[src/rtl/apb_pkg.sv]
// Shared APB definitions: FSM state encoding, default widths and the
// register addresses decoded by the APB-to-SPI slave bridge.
package apb_pkg;

   localparam int unsigned APB_ADDR_W      = 16;
   localparam int unsigned APB_DATA_W      = 32;
   localparam int unsigned APB_TIMEOUT_CYC = 255;

   // Register map of the APB-to-SPI bridge
   localparam int unsigned DATA_ADDR = 1;
   localparam int unsigned CMD_ADDR  = 2;

   typedef enum logic [1:0] {
      IDLE   = 2'd0,
      SETUP  = 2'd1,
      ACCESS = 2'd2
   } apb_state_e;

endpackage

[src/rtl/apb_requester.sv]
// APB3 requester: converts a valid/ready command into one APB transfer and
// returns read data / error status on a held response interface.
// Optional macro APB_TIMEOUT_EN aborts an ACCESS phase that waits
// TIMEOUT_CYC cycles without pready.
module apb_requester
   import apb_pkg::*;
#(
   parameter int unsigned ADDR_W      = APB_ADDR_W,
   parameter int unsigned DATA_W      = APB_DATA_W,
   parameter int unsigned TIMEOUT_CYC = APB_TIMEOUT_CYC
) (
   input  logic              clk,
   input  logic              rst,
   input  logic              req_valid,
   output logic              req_ready,
   input  logic              req_write,
   input  logic [ADDR_W-1:0] req_addr,
   input  logic [DATA_W-1:0] req_wdata,
   output logic              rsp_valid,
   input  logic              rsp_ready,
   output logic [DATA_W-1:0] rsp_rdata,
   output logic              rsp_err,
   output logic              psel,
   output logic              penable,
   output logic              pwrite,
   output logic [ADDR_W-1:0] paddr,
   output logic [DATA_W-1:0] pwdata,
   input  logic [DATA_W-1:0] prdata,
   input  logic              pready,
   input  logic              pslverr
);

   apb_state_e        state_q;
   logic              psel_q;
   logic              penable_q;
   logic              pwrite_q;
   logic [ADDR_W-1:0] paddr_q;
   logic [DATA_W-1:0] pwdata_q;
   logic              rsp_valid_q;
   logic [DATA_W-1:0] rsp_rdata_q;
   logic              rsp_err_q;
   logic [DATA_W-1:0] rsp_rdata_d;
   logic              req_fire;

   // A new command is taken only once the previous response has been consumed
   assign req_ready   = (state_q == IDLE) && !rsp_valid_q;
   assign req_fire    = req_valid && req_ready;
   assign rsp_rdata_d = pwrite_q ? '0 : prdata;

`ifdef APB_TIMEOUT_EN
   localparam int unsigned CNT_W =
      ($clog2(TIMEOUT_CYC + 1) > 8) ? $clog2(TIMEOUT_CYC + 1) : 8;
   localparam logic [CNT_W-1:0] CNT_LAST = CNT_W'(TIMEOUT_CYC - 1);
   localparam logic [CNT_W-1:0] CNT_ONE  = CNT_W'(1);

   logic [CNT_W-1:0] wait_cnt_q;
   logic             timeout_hit;

   // The limit is hit on the ACCESS cycle whose increment would reach TIMEOUT_CYC
   assign timeout_hit = (wait_cnt_q == CNT_LAST);
`endif

   // Transfer FSM with registered APB and response outputs
   always_ff @(posedge clk or negedge rst) begin
      if (!rst) begin
         state_q     <= IDLE;
         psel_q      <= 1'b0;
         penable_q   <= 1'b0;
         pwrite_q    <= 1'b0;
         paddr_q     <= '0;
         pwdata_q    <= '0;
         rsp_valid_q <= 1'b0;
         rsp_rdata_q <= '0;
         rsp_err_q   <= 1'b0;
`ifdef APB_TIMEOUT_EN
         wait_cnt_q  <= '0;
`endif
      end else begin
         if (rsp_valid_q && rsp_ready) begin
            rsp_valid_q <= 1'b0;
         end
         case (state_q)
            IDLE: begin
               if (req_fire) begin
                  pwrite_q <= req_write;
                  paddr_q  <= req_addr;
                  pwdata_q <= req_wdata;
                  psel_q   <= 1'b1;
                  state_q  <= SETUP;
               end
            end
            SETUP: begin
               penable_q <= 1'b1;
               state_q   <= ACCESS;
`ifdef APB_TIMEOUT_EN
               wait_cnt_q <= '0;
`endif
            end
            ACCESS: begin
               if (pready) begin
                  psel_q      <= 1'b0;
                  penable_q   <= 1'b0;
                  rsp_valid_q <= 1'b1;
                  rsp_err_q   <= pslverr;
                  rsp_rdata_q <= rsp_rdata_d;
                  state_q     <= IDLE;
`ifdef APB_TIMEOUT_EN
               end else if (timeout_hit) begin
                  psel_q      <= 1'b0;
                  penable_q   <= 1'b0;
                  rsp_valid_q <= 1'b1;
                  rsp_err_q   <= 1'b1;
                  rsp_rdata_q <= '0;
                  state_q     <= IDLE;
               end else begin
                  wait_cnt_q <= wait_cnt_q + CNT_ONE;
`endif
               end
            end
            default: begin
               psel_q    <= 1'b0;
               penable_q <= 1'b0;
               state_q   <= IDLE;
            end
         endcase
      end
   end

   assign psel      = psel_q;
   assign penable   = penable_q;
   assign pwrite    = pwrite_q;
   assign paddr     = paddr_q;
   assign pwdata    = pwdata_q;
   assign rsp_valid = rsp_valid_q;
   assign rsp_rdata = rsp_rdata_q;
   assign rsp_err   = rsp_err_q;

endmodule

[config.mk]
export PLATFORM = sky130hd
export DESIGN_NAME = apb_requester
export DESIGN_NICKNAME = d
export VERILOG_FILES = /design/src/rtl/apb_pkg.sv /design/src/rtl/apb_requester.sv
export SDC_FILE = /design/constraint.sdc
export NUM_CORES = 1
export LEC_CHECK = 0
export CORE_MARGIN = 2
export CORE_UTILIZATION = 30
export DETAILED_ROUTE_END_ITERATION = 8
export RECOVER_POWER = 100
export REMOVE_ABC_BUFFERS = 1
export SLEW_MARGIN = 0
export SYNTH_ARGS = -nofsm -noshare
export SYNTH_HDL_FRONTEND = slang
export SYNTH_SLANG_ARGS = --single-unit
[constraint.sdc]
create_clock -name clk -period 1.6 [get_ports clk]
set_input_delay 0.32 -clock clk [delete_from_list [all_inputs] [get_ports clk]]
set_output_delay 0.32 -clock clk [all_outputs]
set_load 0.02 [all_outputs]
==> results.json, run 1 <==
{
  "post_detailed_placement_cell_area_um2": 5460,
  "number_of_cts_inserted_buffers": 9,
  "swShare": 0.362,
  "post-synth-top-area-cell": "sky130_fd_sc_hd__dfrtp_1",
  "met3WireLength_um": 990,
  "final_hold_viol_count": 0,
  "antenna_found_initial": 1,
  "most_frequent_cell_after_synthesis": "sky130_fd_sc_hd__dfrtp_1",
  "groute.usage.overall": 0.137,
  "post_synth_inst_count": 226,
  "total_leakage_power_nw": 2.60,
  "grt_pass1_vias": 2720,
  "multi_input_area_um2": 1260,
  "critPathMaxStageDelay_ps": 430,
  "max_cap_viol_count": 0,
  "irDropWorstVdd_v": 0.000867,
  "ctsRootBufferMaster": "sky130_fd_sc_hd__clkbuf_16",
  "synth_cell_types": 19,
  "final.min_clock_period_ps": 1580,
  "synth_area_leaders": "sky130_fd_sc_hd__dfrtp_1, sky130_fd_sc_hd__mux2_2, sky130_fd_sc_hd__nor2b_1",
  "synth-edff-count": 0,
  "initial_utilization": 0.309,
  "clock_latency_ps": 330,
  "total_power_mw": 11.1,
  "area.sequential_um2": 2180,
  "cp_slowest_cell": "sky130_fd_sc_hd__dfrtp_1",
  "max-slew-margin-rel": 0.586,
  "cts_buffer_depth": 2,
  "avgRoutedWirePerCell_um": 15.5,
  "setup-violations-final": 0,
  "hold-path-cell-count": 1,
  "prevailing_post_synth_register_cell": "sky130_fd_sc_hd__dfrtp_1",
  "endpoint_kind": "flop",
  "netSwitchingPower_mw": 4.01,
  "fraction_of_the_yosys_area_taken_by_sequential_cells": 0.615,
  "grt_start_max_net_pins": 52,
  "synthToLayoutAreaGrowth_pct": 60.5,
  "synth.ff_latch_count": 87,
  "crit_path_cell_trace": "nor4b_4 -> buf_4 -> clkbuf_16 -> mux2_2",
  "async_set_or_reset_register_ratio_after_synthesis": 1.00,
  "coreArea_um2": 11500,
  "h_tree_depth": 3,
  "pwr-share-seq": 0.340,
  "clock-skew-final_ps": 5.60,
  "io-pin-count": 173,
  "grt_pass1_wl_um": 13700,
  "rows": 39,
  "wl_met2_um": 3890,
  "worstPathBufferInverterCount": 2,
  "post_drt_via_cell_ratio": 4.43,
  "crit_required_ps": 1810,
  "yosys_warn_count": 0,
  "setup_repair_after_global_routing_missed_its_margin": "true",
  "timing.final.max_slew_violations": 0,
  "share_comb_of_total_power": 0.471,
  "first_iter_violations": 81,
  "highest-signal-layer": "met4",
  "chip_width_um": 113,
  "synth_top_area_frac": 0.615,
  "detailedRoute.firstPassIterationCount": 2,
  "cpLargestDelayFamily": "flip-flops",
  "totalWireLength_um": 8620,
  "timing.critical_path.arrival_ps": 1790,
  "timing.reg2reg.worst_path_depth": 4,
  "global_route.overflow_total": 0,
  "io_buffers": 172,
  "worst_hold_path_type": "reg2reg",
  "place_hpwl_um": 5890,
  "pwr_density_cell_nw_per_um2": 1950,
  "clock_transition_at_path_regs_ps": 60,
  "run_status": "finished clean",
  "finalNetCount": 495,
  "post_route_clock_period_utilization": 0.986,
  "per_instance_average_area_after_synthesis_um2": 15.7,
  "tritoncts": "done",
  "critical_path_fanouts_max": 26,
  "fmax_ghz": 0.634,
  "number_of_stages_on_the_worst_setup_path": 4,
  "drive_gt1_frac": 0.266,
  "drt-met1-wl_um": 3630,
  "internal-power_mw": 7.07,
  "clock_power_share": 0.189,
  "netlist_area_before_placement_um2": 3540,
  "crit_type": "reg2reg",
  "num-fill-cells": 1047,
  "clock_sinks": 87,
  "cp-start-kind": "flop",
  "floorplan.die_area_um2": 12700,
  "place_congestion": 0.696,
  "ant_nets": 0,
  "worst_slew_pin_slew_ps": 621,
  "remaining_drc_errors": 0,
  "dr_total_vias": 2469,
  "summed_area_of_non_filler_cells_in_the_final_layout_um2": 5680,
  "vertical_extent_of_the_die_um": 113,
  "top_cells_by_instance_count_after_synthesis": "sky130_fd_sc_hd__dfrtp_1, sky130_fd_sc_hd__mux2_2, sky130_fd_sc_hd__nor2b_1"
}
==> registers in the layout, summed over array words and instances (netlist names) <==
name / flops
paddr: 16
penable: 1
psel: 1
pwdata: 32
pwrite: 1
rsp_err: 1
rsp_rdata: 32
rsp_valid: 1
state_q: 2
==> cell type report <==
cell class	count	share of cell area
clock inverter	4	0.00969
timing repair buffer	184	0.310
clock buffer	12	0.0434
inverter	1	0.000660
tap	143	0.0315
multi-input combinational	125	0.221
antenna	1	0.000440
sequential	87	0.383
==> through the flow <==
stage / setup TNS [ps] / std cells / hold WS (ps) / setup slack [ps] / util
2_1_floorplan: -65910 / 213 / 24.4 / -1320 / -
6_report: 0 / 557 / 492 / 23.1 / 0.496
3_5_place_dp: -15660 / 537 / 253 / -279 / 0.476
3_3_place_gp: -15310 / 537 / 257 / -264 / 0.476
4_1_cts: -4.31 / 554 / 432 / -2.45 / 0.494
5_1_grt: -379 / 557 / 512 / -20.0 / 0.496
==> power groups by stage <==
| stage | registers (mW) | logic [mW] | clock network, mW |
|---|---|---|---|
| finish | 3.76 | 5.22 | 2.10 |
| global route | 3.92 | 5.59 | 2.27 |
| CTS | 3.78 | 5.24 | 2.19 |
| detailed placement | 3.83 | 5.94 | 0 |
| global placement | 3.80 | 5.90 | 0 |
| floorplan | 5.12 | 1.74 | 0 |
==> layout by cell type, fill, tap and decap left out <==
master	netlist	routed
sky130_fd_sc_hd__dfrtp_1	87	87
sky130_fd_sc_hd__dlygate4sd2_1	0	85
sky130_fd_sc_hd__clkdlybuf4s50_1	0	84
sky130_fd_sc_hd__mux2_2	72	71
sky130_fd_sc_hd__nor2b_1	33	33
sky130_fd_sc_hd__mux2_4	10	11
sky130_fd_sc_hd__clkbuf_16	0	10
sky130_fd_sc_hd__buf_4	3	5
sky130_fd_sc_hd__buf_12	0	4
sky130_fd_sc_hd__clkbuf_1	3	3
sky130_fd_sc_hd__clkinv_4	0	2
sky130_fd_sc_hd__dlygate4sd3_1	0	2
sky130_fd_sc_hd__diode_2	0	1
sky130_fd_sc_hd__nor3_1	1	1
sky130_fd_sc_hd__inv_1	1	1
sky130_fd_sc_hd__and3b_2	1	1
sky130_fd_sc_hd__a21o_1	1	1
sky130_fd_sc_hd__nor4b_4	1	1
sky130_fd_sc_hd__nor2_1	1	1
sky130_fd_sc_hd__a211o_1	1	1
sky130_fd_sc_hd__o21ai_0	1	1
sky130_fd_sc_hd__o21a_1	1	1
sky130_fd_sc_hd__nand2b_1	1	1
sky130_fd_sc_hd__mux2i_1	1	1
sky130_fd_sc_hd__bufinv_16	0	1
sky130_fd_sc_hd__clkinvlp_4	0	1
sky130_fd_sc_hd__clkbuf_8	0	1
sky130_fd_sc_hd__clkbuf_2	0	1
sky130_fd_sc_hd__buf_2	1	1
==> metal layers <==
metal  vias up  GRT usage
li1       1141          -
met1      1206      0.166
met2       113      0.209
met3         9     0.0702
met4         0     0.0528
met5         -          0
==> path summary, 6_finish.rpt <==
| path | startpoint | to | slack (ps) |
|---|---|---|---|
| worst min register to register | penable | penable | 490 |
| worst max-delay path | rsp_valid | pwdata[3] | 20 |
| max in group asynchronous | rst | penable | 170 |
| worst min-delay path | penable | penable | 490 |
| min in group asynchronous | rst | rsp_rdata[20] | 540 |
| worst max register to register | rsp_valid | pwdata[3] | 20 |
==> cell families (layout without fill, tap and decap cells) <==
| group | Yosys count | in the layout | share of synthesized area |
|---|---|---|---|
| buf+inv | 14 | 201 | 0.0311 |
| compound gates | 4 | 4 | 0.00813 |
| simple gates | 38 | 38 | 0.0721 |
| other cells | 0 | 1 | 0 |
| flops | 87 | 87 | 0.615 |
| mux | 83 | 83 | 0.274 |
==> worst reg2reg max path: stages, from the launching register on <==
cell                        delay, ps
sky130_fd_sc_hd__dfrtp_1          430
sky130_fd_sc_hd__nor4b_4          270
sky130_fd_sc_hd__buf_4            180
sky130_fd_sc_hd__clkbuf_16        210
sky130_fd_sc_hd__mux2_2           370
==> what timing repair did <==
action | 4_1_cts | 5_1_grt
endpoints found under the setup margin | 89 | 47
hold buffers | 1 | 0
setup buffers | 0 | 1
gates cloned | 0 | 1
gates resized for setup | 89 | 6
pin swaps | 0 | 1
endpoints found under the hold margin | 22 | 0
Power figures use the tool's default switching activity.
==> inputs of run 2 (changes only) <==
--- a/config.mk
+++ b/config.mk
@@ -8,6 +8,8 @@
 export CORE_MARGIN = 2
 export CORE_UTILIZATION = 30
 export DETAILED_ROUTE_END_ITERATION = 8
+export GPL_TIMING_DRIVEN = 0
+export PLACE_DENSITY = 0.67
 export RECOVER_POWER = 100
 export REMOVE_ABC_BUFFERS = 1
 export SLEW_MARGIN = 0
==> constraint.sdc (replaced) <==
create_clock -name clk -period 1.93 [get_ports clk]
set_input_delay 0.386 -clock clk [delete_from_list [all_inputs] [get_ports clk]]
set_output_delay 0.386 -clock clk [all_outputs]
set_load 0.02 [all_outputs]
==> results.json, run 2 (synthesis results as in run 1) <==
{
  "run_status": "finished clean",
  "drive_gt1_frac": 0.243,
  "total_leakage_power_nw": 2.44,
  "number_of_cts_inserted_buffers": 9,
  "setup-violations-final": 0,
  "totalWireLength_um": 8190,
  "pwr_density_cell_nw_per_um2": 1610,
  "worstPathBufferInverterCount": 1,
  "placed_cells_incl_taps": 532,
  "place_hpwl_um": 6030,
  "max-slew-margin-rel": 0.453,
  "fmax_ghz": 0.559,
  "grt_pass1_wl_um": 13500,
  "mostFrequentLayoutCells": "sky130_fd_sc_hd__dfrtp_1, sky130_fd_sc_hd__dlygate4sd3_1, sky130_fd_sc_hd__clkdlybuf4s50_1, sky130_fd_sc_hd__mux2_2, sky130_fd_sc_hd__nor2b_1",
  "chip_width_um": 113,
  "worst_slew_pin_slew_ps": 821,
  "cts_buffer_depth": 2,
  "irDropWorstVdd_v": 0.000794,
  "cp_slowest_cell": "sky130_fd_sc_hd__clkdlybuf4s50_1",
  "coreArea_um2": 11500,
  "first_iter_violations": 74,
  "crit_type": "reg2out",
  "critPathMaxStageDelay_ps": 640,
  "remaining_drc_errors": 0,
  "io_buffers": 172,
  "area.sequential_um2": 2180,
  "clock-skew-final_ps": 7.86,
  "num-fill-cells": 1029,
  "layout_setup_ws_ps": 142,
  "avgRoutedWirePerCell_um": 14.9,
  "vertical_extent_of_the_die_um": 113,
  "initial_utilization": 0.309,
  "clock_transition_at_path_regs_ps": 70,
  "multi_input_area_um2": 1230,
  "ant_nets": 0,
  "dr_total_vias": 2437,
  "endpoint_kind": "output pin",
  "grt_start_max_net_pins": 59,
  "final.min_clock_period_ps": 1790,
  "cp-start-kind": "flop",
  "post_drt_via_cell_ratio": 4.43,
  "fin_hold_ws_ps": 478,
  "tns_ps": 0,
  "ctsRootBufferMaster": "sky130_fd_sc_hd__clkbuf_16",
  "antenna_found_initial": 0,
  "rows": 39,
  "finalNetCount": 489,
  "crit_path_cell_trace": "clkdlybuf4s50_1",
  "io-pin-count": 173,
  "max_cap_viol_count": 0,
  "synthToLayoutAreaGrowth_pct": 60.0,
  "timing.critical_path.arrival_ps": 1400,
  "grt_pass1_vias": 2732,
  "timing.final.max_slew_violations": 0,
  "final_core_utilization": 0.494,
  "post_detailed_placement_cell_area_um2": 5400,
  "total_power_mw": 9.11,
  "tritoncts": "done",
  "critical_path_fanouts_max": 4,
  "final_common_cell": "sky130_fd_sc_hd__dfrtp_1",
  "pre_cts_slack_ps": -680,
  "summed_area_of_non_filler_cells_in_the_final_layout_um2": 5670,
  "post_route_clock_period_utilization": 0.927,
  "groute.usage.overall": 0.135,
  "final_hold_viol_count": 0,
  "clock_sinks": 87,
  "global_route.overflow_total": 0,
  "final_cell_count_no_fill": 550,
  "detailedRoute.firstPassIterationCount": 4,
  "place_congestion": 0.686,
  "clock_latency_ps": 330,
  "worst_hold_path_type": "reg2reg",
  "h_tree_depth": 3,
  "floorplan.die_area_um2": 12700,
  "crit_required_ps": 1540,
  "cpLargestDelayFamily": "buffers and inverters",
  "setup_repair_after_global_routing_missed_its_margin": "false",
  "antenna_diode_count": 0
}
==> run 2: worst paths after layout <==
kind	to	slack, ps	cells after the start	from
worst max-delay path	rsp_valid	140	1	rsp_valid
worst min-delay path	penable	480	1	penable
worst max register to register	pwdata[21]	150	4	state_q[1]
worst min register to register	penable	480	1	penable
max in group asynchronous	state_q[1]	470	3	rst
min in group asynchronous	rsp_rdata[21]	700	2	rst
==> run 2: area by class of cell <==
class	instances	share of cell area
Inverter	1	0.000662
Multi-Input combinational cell	125	0.217
Tap cell	143	0.0316
Timing Repair Buffer	178	0.316
Clock inverter	5	0.00574
Clock buffer	11	0.0446
Sequential cell	87	0.385
==> run 2: what timing repair did <==
action | in CTS | in global routing
resized for setup | 4 | 1
buffers inserted | 1 | 0
hold buffers | 1 | 0
setup endpoints to repair | 44 | 1
pin swaps | 1 | 0
endpoints found under the hold margin | 29 | 0
==> run 2: report_power, final <==
| part | switching (mW) | leakage (nW) | internal (mW) |
|---|---|---|---|
| logic | 2.04 | 1.24 | 2.24 |
| registers | 0.513 | 1.06 | 2.69 |
| clock network | 0.687 | 0.145 | 0.940 |
==> run 2: per-layer routing <==
layer | up-vias | track usage | routed length [µm]
met4 | 0 | 0.0415 | 77
met2 | 124 | 0.221 | 3860
met3 | 6 | 0.0697 | 967
li1 | 1129 | - | -
met5 | - | 0 | 0
met1 | 1178 | 0.153 | 3280
==> inputs of run 3 (changes only) <==
--- a/config.mk
+++ b/config.mk
@@ -6,10 +6,10 @@
 export NUM_CORES = 1
 export LEC_CHECK = 0
 export CORE_MARGIN = 2
-export CORE_UTILIZATION = 30
+export CORE_UTILIZATION = 44
 export DETAILED_ROUTE_END_ITERATION = 8
 export GPL_TIMING_DRIVEN = 0
-export PLACE_DENSITY = 0.67
+export PLACE_DENSITY = 0.91
 export RECOVER_POWER = 100
 export REMOVE_ABC_BUFFERS = 1
 export SLEW_MARGIN = 0
==> results.json, run 3 (synthesis results as in run 1) <==
{
  "run_status": "finished clean",
  "pwr_density_cell_nw_per_um2": 1640,
  "rows": 32,
  "coreArea_um2": 7770,
  "timing.final.max_slew_violations": 0,
  "summed_area_of_non_filler_cells_in_the_final_layout_um2": 5580,
  "mostFrequentLayoutCells": "sky130_fd_sc_hd__clkdlybuf4s50_1, sky130_fd_sc_hd__dfrtp_1, sky130_fd_sc_hd__dlygate4sd3_1, sky130_fd_sc_hd__mux2_2, sky130_fd_sc_hd__nor2b_1",
  "antenna_found_initial": 0,
  "finalNetCount": 490,
  "final_hold_viol_count": 0,
  "avgRoutedWirePerCell_um": 16.0,
  "floorplan.die_area_um2": 8780,
  "place_congestion": 0.708,
  "setup_repair_after_global_routing_missed_its_margin": "false",
  "grt_pass1_wl_um": 13100,
  "first_iter_violations": 65,
  "cpLargestDelayFamily": "buffers and inverters",
  "cp_slowest_cell": "sky130_fd_sc_hd__dfrtp_2",
  "timing.critical_path.arrival_ps": 2050,
  "initial_utilization": 0.456,
  "irDropWorstVdd_v": 0.000963,
  "total_leakage_power_nw": 2.43,
  "post_drt_via_cell_ratio": 4.83,
  "synthToLayoutAreaGrowth_pct": 57.4,
  "clock-skew-final_ps": 14.5,
  "endpoint_kind": "flop",
  "clock_sinks": 87,
  "crit_required_ps": 2140,
  "totalWireLength_um": 8110,
  "worst_hold_path_type": "in2async",
  "io-pin-count": 173,
  "h_tree_depth": 3,
  "remaining_drc_errors": 0,
  "critical_path_fanouts_max": 13,
  "worst_slew_pin_slew_ps": 1040,
  "final.min_clock_period_ps": 1840,
  "hold_buffers": 0,
  "post_detailed_placement_cell_area_um2": 5360,
  "place_hpwl_um": 6020,
  "drive_gt1_frac": 0.251,
  "cp-start-kind": "flop",
  "grt_start_max_net_pins": 47,
  "ant_nets": 0,
  "tritoncts": "done",
  "crit_type": "reg2reg",
  "ctsRootBufferMaster": "sky130_fd_sc_hd__clkbuf_8",
  "clock_latency_ps": 340,
  "chip_width_um": 93.7,
  "dr_total_vias": 2454,
  "io_buffers": 172,
  "global_route.overflow_total": 0,
  "number_of_cts_inserted_buffers": 9,
  "tns_ps": 0,
  "post_route_clock_period_utilization": 0.953,
  "clock_transition_at_path_regs_ps": 90,
  "vertical_extent_of_the_die_um": 93.7,
  "max_cap_viol_count": 0,
  "grt_pass1_vias": 2698,
  "critPathMaxStageDelay_ps": 460,
  "final_common_cell": "sky130_fd_sc_hd__clkdlybuf4s50_1",
  "worstPathBufferInverterCount": 3,
  "cts_buffer_depth": 2,
  "max-slew-margin-rel": 0.306,
  "antenna_diode_count": 0,
  "fmax_ghz": 0.544,
  "crit_path_cell_trace": "nor4b_4 -> buf_6 -> buf_8 -> buf_4 -> mux2_2",
  "setup-violations-final": 0,
  "detailedRoute.firstPassIterationCount": 4,
  "groute.usage.overall": 0.191
}
## run 3: timing repair
action	4_1_cts	5_1_grt
resized for setup	4	1
pin swaps	1	1
gates cloned	0	0
setup endpoints to repair	38	12
endpoints found under the hold margin	0	0
setup buffers	1	1
## run 3: final cells by class
type,instances,area [µm²]
flip-flops and latches,87,2180
inverters,1,3.75
fillers,542,2190
clock inverters,4,120
repair buffers,179,1780
multi-input cells,125,1240
clock buffers,10,128
well taps,102,128
## run 3: stage by stage
stage,power [mW],hold slack (ps),util,setup slack (ps),instances
after CTS,9.67,30.3,0.723,61.6,507
final,9.14,210,0.718,91.0,508
after detailed placement,8.06,412,0.690,-628,492
after global routing,9.66,290,0.718,18.3,508
after global placement,7.84,465,0.680,-2560,487
after floorplan,5.69,90.4,-,-993,213
## run 3: worst paths after layout
| path | start | slack (ps) | endpoint | cells after the start |
|---|---|---|---|---|
| max | state_q[1] | 90 | pwdata[9] | 5 |
| min in group clk | penable | 480 | penable | 1 |
| max reg2reg | state_q[1] | 90 | pwdata[9] | 5 |
| min | rst | 210 | rsp_rdata[10] | 1 |
| max in group asynchronous | rst | 430 | rsp_rdata[22] | 2 |
| min reg2reg | penable | 480 | penable | 1 |
## run 3: where the power goes
part / internal [mW] / total, mW / switching [mW]
registers: 2.69 / 3.21 / 0.527
logic: 2.28 / 4.35 / 2.06
clock network: 0.978 / 1.58 / 0.601
## run 3: routing by layer
metal | wire length (µm) | vias to the layer above | GRT usage
li1 | - | 1129 | -
met1 | 3020 | 1196 | 0.223
met2 | 4150 | 116 | 0.317
met3 | 807 | 13 | 0.0754
met4 | 131 | 0 | 0.0749
met5 | 0 | - | 0
## run 3: worst register-to-register path: stages, from the launching register on
cell and delay, ps:
sky130_fd_sc_hd__dfrtp_2 460, sky130_fd_sc_hd__nor4b_4 340, sky130_fd_sc_hd__buf_6 190, sky130_fd_sc_hd__buf_8 170
sky130_fd_sc_hd__buf_4 200, sky130_fd_sc_hd__mux2_2 350
